[src/rtl/udp_transmit_framer_if.sv]
// Framer bus: 9-bit input byte stream, committed header plus transmit handshake, payload stream, status.
// The master modport is the framer side; the slave modport is the surrounding logic.
interface udp_transmit_framer_if #(
  parameter int COUNTER_WIDTH = 16
);
  logic [8:0]               data;
  logic                     data_valid;
  logic                     data_ready;
  logic [47:0]              mac_destination;
  logic [31:0]              ipv4_destination;
  logic [15:0]              udp_destination;
  logic [15:0]              udp_source;
  logic [15:0]              udp_data_size;
  logic                     transmit_valid;
  logic                     transmit_ready;
  logic [7:0]               udp_data;
  logic                     udp_data_valid;
  logic                     udp_data_last;
  logic                     udp_data_ready;
  logic                     frame_error;
  logic [2:0]               error_code;
  logic [COUNTER_WIDTH-1:0] frame_count;
  logic [COUNTER_WIDTH-1:0] error_count;

  modport master (
    input  data, data_valid, transmit_ready, udp_data_ready,
    output data_ready, mac_destination, ipv4_destination, udp_destination, udp_source,
           udp_data_size, transmit_valid, udp_data, udp_data_valid, udp_data_last,
           frame_error, error_code, frame_count, error_count
  );

  modport slave (
    output data, data_valid, transmit_ready, udp_data_ready,
    input  data_ready, mac_destination, ipv4_destination, udp_destination, udp_source,
           udp_data_size, transmit_valid, udp_data, udp_data_valid, udp_data_last,
           frame_error, error_code, frame_count, error_count
  );
endinterface

[src/rtl/udp_transmit_framer.sv]
// UDP transmit framer: parses a 16-byte header from a start-marked byte stream, requests the transmitter, forwards payload.
// Payload latency 1 cycle at 1 byte/cycle; input stalls while requesting or while the output register is full and not draining.
module udp_transmit_framer #(
  parameter int MAX_UDP_DATA_SIZE = 1472,
  parameter int GRANT_TIMEOUT     = 65535,
  parameter int COUNTER_WIDTH     = 16
) (
  input logic clock,
  input logic reset,
  udp_transmit_framer_if.master bus
);

  typedef enum logic [2:0] {
    S_IDLE,
    S_HEADER,
    S_REQUEST,
    S_PAYLOAD,
    S_DISCARD
  } state_t;

  typedef struct packed {
    logic [47:0] mac_destination;
    logic [31:0] ipv4_destination;
    logic [15:0] udp_destination;
    logic [15:0] udp_source;
    logic [15:0] udp_data_size;
  } hdr_t;

  localparam logic [2:0] ERR_RESYNC   = 3'd1;
  localparam logic [2:0] ERR_SIZE     = 3'd2;
  localparam logic [2:0] ERR_TIMEOUT  = 3'd3;
  localparam logic [2:0] ERR_TRUNC    = 3'd4;
  localparam logic [15:0] MAX_SIZE    = 16'(MAX_UDP_DATA_SIZE);
  localparam int WAIT_W               = (GRANT_TIMEOUT > 1) ? $clog2(GRANT_TIMEOUT) : 1;
  localparam logic [WAIT_W-1:0] WAIT_LAST = WAIT_W'((GRANT_TIMEOUT > 0) ? GRANT_TIMEOUT - 1 : 0);

  state_t                   state;
  state_t                   state_nxt;
  logic [15:0][7:0]         shadow;
  logic [3:0]               index;
  hdr_t                     hdr_q;
  hdr_t                     hdr_in;
  logic [15:0]              remaining;
  logic [WAIT_W-1:0]        wait_count;
  logic                     tx_valid_q;
  logic [7:0]               out_dat;
  logic                     out_vld;
  logic                     out_last;
  logic                     err_q;
  logic [2:0]               err_code_q;
  logic [COUNTER_WIDTH-1:0] frame_cnt;
  logic [COUNTER_WIDTH-1:0] err_cnt;

  logic                     ready;
  logic                     accept;
  logic                     sof;
  logic [7:0]               byte_in;
  logic [15:0]              size_in;

  logic                     hdr_restart;
  logic                     hdr_wr;
  logic                     commit;
  logic                     pay_load;
  logic                     frame_done;
  logic                     grant;
  logic                     expire;
  logic                     err_set;
  logic [2:0]               err_code_nxt;

  assign sof     = bus.data[8];
  assign byte_in = bus.data[7:0];
  // Size is judged on the final header byte as it arrives, before it reaches the shadow.
  assign size_in = {shadow[14], byte_in};
  assign hdr_in  = {shadow[0], shadow[1], shadow[2], shadow[3], shadow[4], shadow[5],
                    shadow[6], shadow[7], shadow[8], shadow[9],
                    shadow[10], shadow[11], shadow[12], shadow[13], size_in};

  always_comb begin
    ready = 1'b0;
    case (state)
      S_IDLE, S_HEADER, S_DISCARD: ready = 1'b1;
      S_PAYLOAD:                   ready = !out_vld || bus.udp_data_ready;
      default:                     ready = 1'b0;
    endcase
  end

  assign bus.data_ready = ready && !reset;
  assign accept         = bus.data_valid && bus.data_ready;

  always_ff @(posedge clock) begin
    if (reset) begin
      state <= S_IDLE;
    end else begin
      state <= state_nxt;
    end
  end

  always_comb begin
    state_nxt    = state;
    hdr_restart  = 1'b0;
    hdr_wr       = 1'b0;
    commit       = 1'b0;
    pay_load     = 1'b0;
    frame_done   = 1'b0;
    grant        = 1'b0;
    expire       = 1'b0;
    err_set      = 1'b0;
    err_code_nxt = 3'd0;
    case (state)
      S_IDLE: begin
        if (accept && sof) begin
          hdr_restart = 1'b1;
          state_nxt   = S_HEADER;
        end
      end
      S_HEADER: begin
        if (accept) begin
          if (sof) begin
            hdr_restart  = 1'b1;
            err_set      = 1'b1;
            err_code_nxt = ERR_RESYNC;
          end else if (index == 4'd15) begin
            if (size_in == 16'd0 || size_in > MAX_SIZE) begin
              err_set      = 1'b1;
              err_code_nxt = ERR_SIZE;
              state_nxt    = S_DISCARD;
            end else begin
              commit    = 1'b1;
              state_nxt = S_REQUEST;
            end
          end else begin
            hdr_wr = 1'b1;
          end
        end
      end
      S_REQUEST: begin
        // A grant arriving in the expiry cycle takes priority over the timeout.
        if (bus.transmit_ready) begin
          grant     = 1'b1;
          state_nxt = S_PAYLOAD;
        end else if (GRANT_TIMEOUT != 0 && wait_count == WAIT_LAST) begin
          expire       = 1'b1;
          err_set      = 1'b1;
          err_code_nxt = ERR_TIMEOUT;
          state_nxt    = S_DISCARD;
        end
      end
      S_PAYLOAD: begin
        if (accept) begin
          if (sof) begin
            hdr_restart  = 1'b1;
            err_set      = 1'b1;
            err_code_nxt = ERR_TRUNC;
            state_nxt    = S_HEADER;
          end else begin
            pay_load = 1'b1;
            if (remaining == 16'd1) begin
              frame_done = 1'b1;
              state_nxt  = S_IDLE;
            end
          end
        end
      end
      S_DISCARD: begin
        if (accept && sof) begin
          hdr_restart = 1'b1;
          state_nxt   = S_HEADER;
        end
      end
      default: state_nxt = S_IDLE;
    endcase
  end

  always_ff @(posedge clock) begin
    if (reset) begin
      shadow     <= '0;
      index      <= 4'd0;
      hdr_q      <= '0;
      remaining  <= 16'd0;
      wait_count <= '0;
      tx_valid_q <= 1'b0;
      out_dat    <= 8'd0;
      out_vld    <= 1'b0;
      out_last   <= 1'b0;
      err_q      <= 1'b0;
      err_code_q <= 3'd0;
      frame_cnt  <= '0;
      err_cnt    <= '0;
    end else begin
      if (hdr_restart) begin
        shadow[0] <= byte_in;
        index     <= 4'd1;
      end else if (hdr_wr) begin
        shadow[index] <= byte_in;
        index         <= index + 4'd1;
      end

      if (commit) begin
        hdr_q     <= hdr_in;
        remaining <= size_in;
      end else if (pay_load) begin
        remaining <= remaining - 16'd1;
      end

      if (commit) begin
        tx_valid_q <= 1'b1;
      end else if (grant || expire) begin
        tx_valid_q <= 1'b0;
      end

      if (state == S_REQUEST) begin
        wait_count <= wait_count + WAIT_W'(1);
      end else begin
        wait_count <= '0;
      end

      // Reload wins over drain so back-to-back bytes stream without a bubble.
      if (pay_load) begin
        out_dat  <= byte_in;
        out_vld  <= 1'b1;
        out_last <= (remaining == 16'd1);
      end else if (bus.udp_data_ready) begin
        out_vld  <= 1'b0;
        out_last <= 1'b0;
      end

      err_q      <= err_set;
      err_code_q <= err_set ? err_code_nxt : 3'd0;

      if (frame_done && frame_cnt != '1) begin
        frame_cnt <= frame_cnt + COUNTER_WIDTH'(1);
      end
      if (err_set && err_cnt != '1) begin
        err_cnt <= err_cnt + COUNTER_WIDTH'(1);
      end
    end
  end

  assign bus.mac_destination  = hdr_q.mac_destination;
  assign bus.ipv4_destination = hdr_q.ipv4_destination;
  assign bus.udp_destination  = hdr_q.udp_destination;
  assign bus.udp_source       = hdr_q.udp_source;
  assign bus.udp_data_size    = hdr_q.udp_data_size;
  assign bus.transmit_valid   = tx_valid_q;
  assign bus.udp_data         = out_dat;
  assign bus.udp_data_valid   = out_vld;
  assign bus.udp_data_last    = out_last;
  assign bus.frame_error      = err_q;
  assign bus.error_code       = err_code_q;
  assign bus.frame_count      = frame_cnt;
  assign bus.error_count      = err_cnt;

endmodule

[src/flat_wrapper.sv]
// flat-port wrapper written by rule: the top's interface ports become plain ports
module udp_transmit_framer_flat 
#(
  parameter int MAX_UDP_DATA_SIZE = 1472,
  parameter int GRANT_TIMEOUT     = 65535,
  parameter int COUNTER_WIDTH     = 16
)
  (clock, reset, bus_data, bus_data_valid, bus_transmit_ready, bus_udp_data_ready, bus_data_ready, bus_mac_destination, bus_ipv4_destination, bus_udp_destination, bus_udp_source, bus_udp_data_size, bus_transmit_valid, bus_udp_data, bus_udp_data_valid, bus_udp_data_last, bus_frame_error, bus_error_code, bus_frame_count, bus_error_count);
  udp_transmit_framer_if #(.COUNTER_WIDTH(COUNTER_WIDTH)) bus_i ();
  input logic clock;
  input logic reset;
  input wire logic [$bits(bus_i.data)-1:0] bus_data;
  input wire logic [$bits(bus_i.data_valid)-1:0] bus_data_valid;
  input wire logic [$bits(bus_i.transmit_ready)-1:0] bus_transmit_ready;
  input wire logic [$bits(bus_i.udp_data_ready)-1:0] bus_udp_data_ready;
  output wire logic [$bits(bus_i.data_ready)-1:0] bus_data_ready;
  output wire logic [$bits(bus_i.mac_destination)-1:0] bus_mac_destination;
  output wire logic [$bits(bus_i.ipv4_destination)-1:0] bus_ipv4_destination;
  output wire logic [$bits(bus_i.udp_destination)-1:0] bus_udp_destination;
  output wire logic [$bits(bus_i.udp_source)-1:0] bus_udp_source;
  output wire logic [$bits(bus_i.udp_data_size)-1:0] bus_udp_data_size;
  output wire logic [$bits(bus_i.transmit_valid)-1:0] bus_transmit_valid;
  output wire logic [$bits(bus_i.udp_data)-1:0] bus_udp_data;
  output wire logic [$bits(bus_i.udp_data_valid)-1:0] bus_udp_data_valid;
  output wire logic [$bits(bus_i.udp_data_last)-1:0] bus_udp_data_last;
  output wire logic [$bits(bus_i.frame_error)-1:0] bus_frame_error;
  output wire logic [$bits(bus_i.error_code)-1:0] bus_error_code;
  output wire logic [$bits(bus_i.frame_count)-1:0] bus_frame_count;
  output wire logic [$bits(bus_i.error_count)-1:0] bus_error_count;
  assign bus_i.data = bus_data;
  assign bus_i.data_valid = bus_data_valid;
  assign bus_i.transmit_ready = bus_transmit_ready;
  assign bus_i.udp_data_ready = bus_udp_data_ready;
  assign bus_data_ready = bus_i.data_ready;
  assign bus_mac_destination = bus_i.mac_destination;
  assign bus_ipv4_destination = bus_i.ipv4_destination;
  assign bus_udp_destination = bus_i.udp_destination;
  assign bus_udp_source = bus_i.udp_source;
  assign bus_udp_data_size = bus_i.udp_data_size;
  assign bus_transmit_valid = bus_i.transmit_valid;
  assign bus_udp_data = bus_i.udp_data;
  assign bus_udp_data_valid = bus_i.udp_data_valid;
  assign bus_udp_data_last = bus_i.udp_data_last;
  assign bus_frame_error = bus_i.frame_error;
  assign bus_error_code = bus_i.error_code;
  assign bus_frame_count = bus_i.frame_count;
  assign bus_error_count = bus_i.error_count;
  udp_transmit_framer #(.MAX_UDP_DATA_SIZE(MAX_UDP_DATA_SIZE), .GRANT_TIMEOUT(GRANT_TIMEOUT), .COUNTER_WIDTH(COUNTER_WIDTH)) u_core (.clock(clock), .reset(reset), .bus(bus_i));
endmodule
[config.mk]
export PLATFORM = sky130hd
export DESIGN_NAME = udp_transmit_framer_flat
export DESIGN_NICKNAME = d
export VERILOG_FILES = /design/src/rtl/udp_transmit_framer_if.sv /design/src/rtl/udp_transmit_framer.sv /design/src/flat_wrapper.sv
export SDC_FILE = /design/constraint.sdc
export NUM_CORES = 1
export LEC_CHECK = 0
export CORE_ASPECT_RATIO = 0.8
export CORE_MARGIN = 4
export CORE_UTILIZATION = 60
export CTS_CLUSTER_DIAMETER = 120
export DETAILED_ROUTE_END_ITERATION = 12
export DONT_BUFFER_PORTS = 1
export GPL_TIMING_DRIVEN = 0
export HOLD_SLACK_MARGIN = 0.12
export PLACE_DENSITY = 0.76
export SLEW_MARGIN = 10
export SYNTH_ARGS = -nofsm -noshare
export SYNTH_HDL_FRONTEND = slang
export SYNTH_SLANG_ARGS = --single-unit
[constraint.sdc]
create_clock -name clock -period 2.9 [get_ports clock]
set_input_delay 0.58 -clock clock [delete_from_list [all_inputs] [get_ports clock]]
set_output_delay 0.58 -clock clock [all_outputs]
set_load 0.005 [all_outputs]
==> results.toml <==
[placed_design]
dp.cells = 1742
gp_congestion = 0.9411
io_buffers = 0
pre_cts_ws_ps = -445.3
place_hpwl_um = 23100
dpl_cell_area_um2 = 13170

[global_routing]
grt_max_degree = 16
grt_usage = 0.2675
grt_overflow_total = 0
grt_pass1_vias = 9554
antenna_found_initial = 0
grt_pass1_wl_um = 51920

[cells_and_area]
num_antenna_cells = 0
nNetsFinal = 1531
fill_cells = 1663
fin_cells = 1800
seqCellArea_um2 = 6686
drive_gt1_frac = 0.06270
stdcell_area_um2 = 14260
utilization = 0.6832
multiInputGateArea_um2 = 5698
syn_to_final_growth_pct = 11.18

[routing]
dr.pass1.iters = 7
route.detailed.drc = 0
wl_per_cell_um = 18.55
ant_nets = 0
vias = 10406
via_per_inst = 5.781
routed_wirelength_um = 33380
drt_iter0_markers = 806

[clock_network]
path_clk_slew_ps = 60
root_buffer = "clkbuf_16"
clkSinkCount = 334
cts_made_buffers = 30
clk_latency_ps = 560
clockBufferDepth = 3
cts_tree = "yes"
htreeDepth = 1

[yosys]
synth.net_count = 1497
synthDistinctLibCells = 56
syn-cell-area_um2 = 12830
synth_ff_type = "dfxtp_1"
synthArstFlopShare = 0
synth-seq-area-share = 0.5212
avgSynthCellArea_um2 = 8.710
synthCells = 1473
ys_warn_count = 0
synth_top_cell_area_share = 0.5212
synth_edf_count = 0
synth_top_cell_by_area = "dfxtp_1"
synth.area.top_cells = "dfxtp_1, mux2i_1, nand2_1"
synth_seq_cells = 334

[worst_setup_path]
crit_type = "in2out"
cp_data_arrival_time_ps = 2240
reg2reg_setup_slack_ps = 270
crit_required_ps = 2320
cp_max_fo = 10
critPathLaunchType = "primary input"
crit_path_end_kind = "output port"

[timing]
fin_setup_tns_ps = 0
skew_ps = 14.91
fin_ws_ps = 82.46
post-route-period-util = 0.9716
slew_headroom = 0.4081
finalHoldWorstSlack_ps = 212.3
setup_viol = 0
rsz0062_at_grt = "no"
hold_violations = 0
period_needed_ps = 2818
tightest_slew_ps = 887.9
drv_slew = 0
timing.fmax_ghz = 0.3549

[floorplanning]
pin_count = 190
core_um2 = 20880
dieArea_um2 = 23800
start_util = 0.6146
die_height_um = 138.8
rows = 47
die_x_um = 171.5

[outcome]
status = "complete, no violations"

[power]
p_sw_frac = 0.2191
p_per_area_nw_per_um2 = 644.7
intPower_mw = 7.180
leakage_nw = 5.718
max-vdd-ir-drop_uv = 464.1
total_power_mw = 9.195
pwr-share-comb = 0.042
p_switching_mw = 2.015
seqPwrFrac = 0.503
pwr-share-clk = 0.455

[worst_hold_path]
hp-class = "in2reg"

[flow_run]
cap_violations = 0
-- per-layer routing --
metal  global-route usage  part of all wire  vias up
met5                    0                 0        -
met4              0.06503             0.021        0
met3              0.07153             0.096       58
met2               0.4069              0.45      405
met1               0.3811              0.44     4936
li1                     -                 -     5007
-- power by group through the flow --
stage | Clock, mW | Combinational, mW | Sequential, mW
2_1_floorplan | 0 | 0.267 | 4.73
3_3_place_gp | 0 | 0.372 | 4.73
3_5_place_dp | 0 | 0.377 | 4.73
4_1_cts | 4.22 | 0.378 | 4.63
5_1_grt | 4.42 | 0.424 | 4.63
6_report | 4.18 | 0.388 | 4.63
-- cells in the final DEF, fill, tap and decap left out, drive strengths merged, types with 10 or more instances in the layout --
cell	count
a21oi	163
a31oi	10
and2	12
buf	14
clkbuf	130
dfxtp	334
ha	10
inv	16
mux2i	122
nand2	311
nand3	32
nand4	15
nor2	185
nor3	18
o21ai	16
or3	16
or4	11
xnor2	13
xor2	14
-- cell families after synthesis --
| logic type | synth area share |
|---|---|
| AOI/OAI and AO/OA | 0.09079 |
| muxes | 0.09899 |
| xor gates and xnor gates | 0.01843 |
| DFF | 0.5212 |
| adders and majority gates | 0.009752 |
| and+or+nand+nor | 0.2247 |
| buffers and inverters | 0.03618 |
-- state kept, by name (all words and copies together) (netlist names), 8 cells and up --
name and count:
u_core.bus.udp_data_size 16, u_core.bus.udp_data 8, u_core.bus.udp_destination 16, u_core.bus.ipv4_destination 32, u_core.hdr_in 120, u_core.bus.udp_source 16
u_core.bus.frame_count 16, u_core.remaining 16, u_core.bus.mac_destination 48, u_core.bus.error_count 16, u_core.wait_count 16
-- synthesized netlist by cell type, types with 3 or more instances --
cell type  count
dfxtp_1      334
nand2_1      311
nor2_1       185
a21oi_1      162
mux2i_1      122
clkbuf_1      90
nand3_1       26
inv_1         16
nor3_1        16
o21ai_0       16
nand4_1       15
or3_1         14
xor2_1        14
xnor2_1       13
a31oi_1       10
ha_1          10
or4_1          9
buf_2          8
nor2b_1        8
o31ai_1        8
and2_1         7
and3_1         6
and4_1         6
nand3_2        6
nor4_1         6
and2_0         5
nand2b_1       4
mux2_2         3
o211ai_1       3
o21a_1         3
-- final cells by class --
type / instances / area share
Inverter: 16 / 0.004211
Sequential cell: 334 / 0.4688
Clock buffer: 41 / 0.06123
Multi-Input combinational cell: 1022 / 0.3995
Tap cell: 269 / 0.02360
Clock inverter: 15 / 0.01281
Timing Repair Buffer: 3 / 0.001579
Buffer: 100 / 0.02833
-- repair_timing --
| action | in CTS | in global routing |
|---|---|---|
| hold buffers | 0 | 0 |
| setup buffers | 0 | 3 |
| resized for setup | 2 | 5 |
| hold endpoints to repair | 0 | 0 |
| endpoints found under the setup margin | 94 | 123 |
| pin swaps | 0 | 1 |
-- worst paths after layout --
kind / from / endpoint / cells past startpoint
setup / recovery: reset / bus_data_ready / 4
hold / removal: bus_udp_data_ready / u_core.bus.udp_data_last / 2
setup reg to reg: u_core.state[2] / u_core.hdr_in[89] / 8
hold reg to reg: u_core.hdr_in[29] / u_core.bus.udp_source[13] / 2
-- worst max-delay path: stages --
cell      delay [ps]
clkbuf_1         390
clkbuf_1         620
clkbuf_1         470
nor2_1           180
Note: power is estimated with default switching activity, not from simulation.
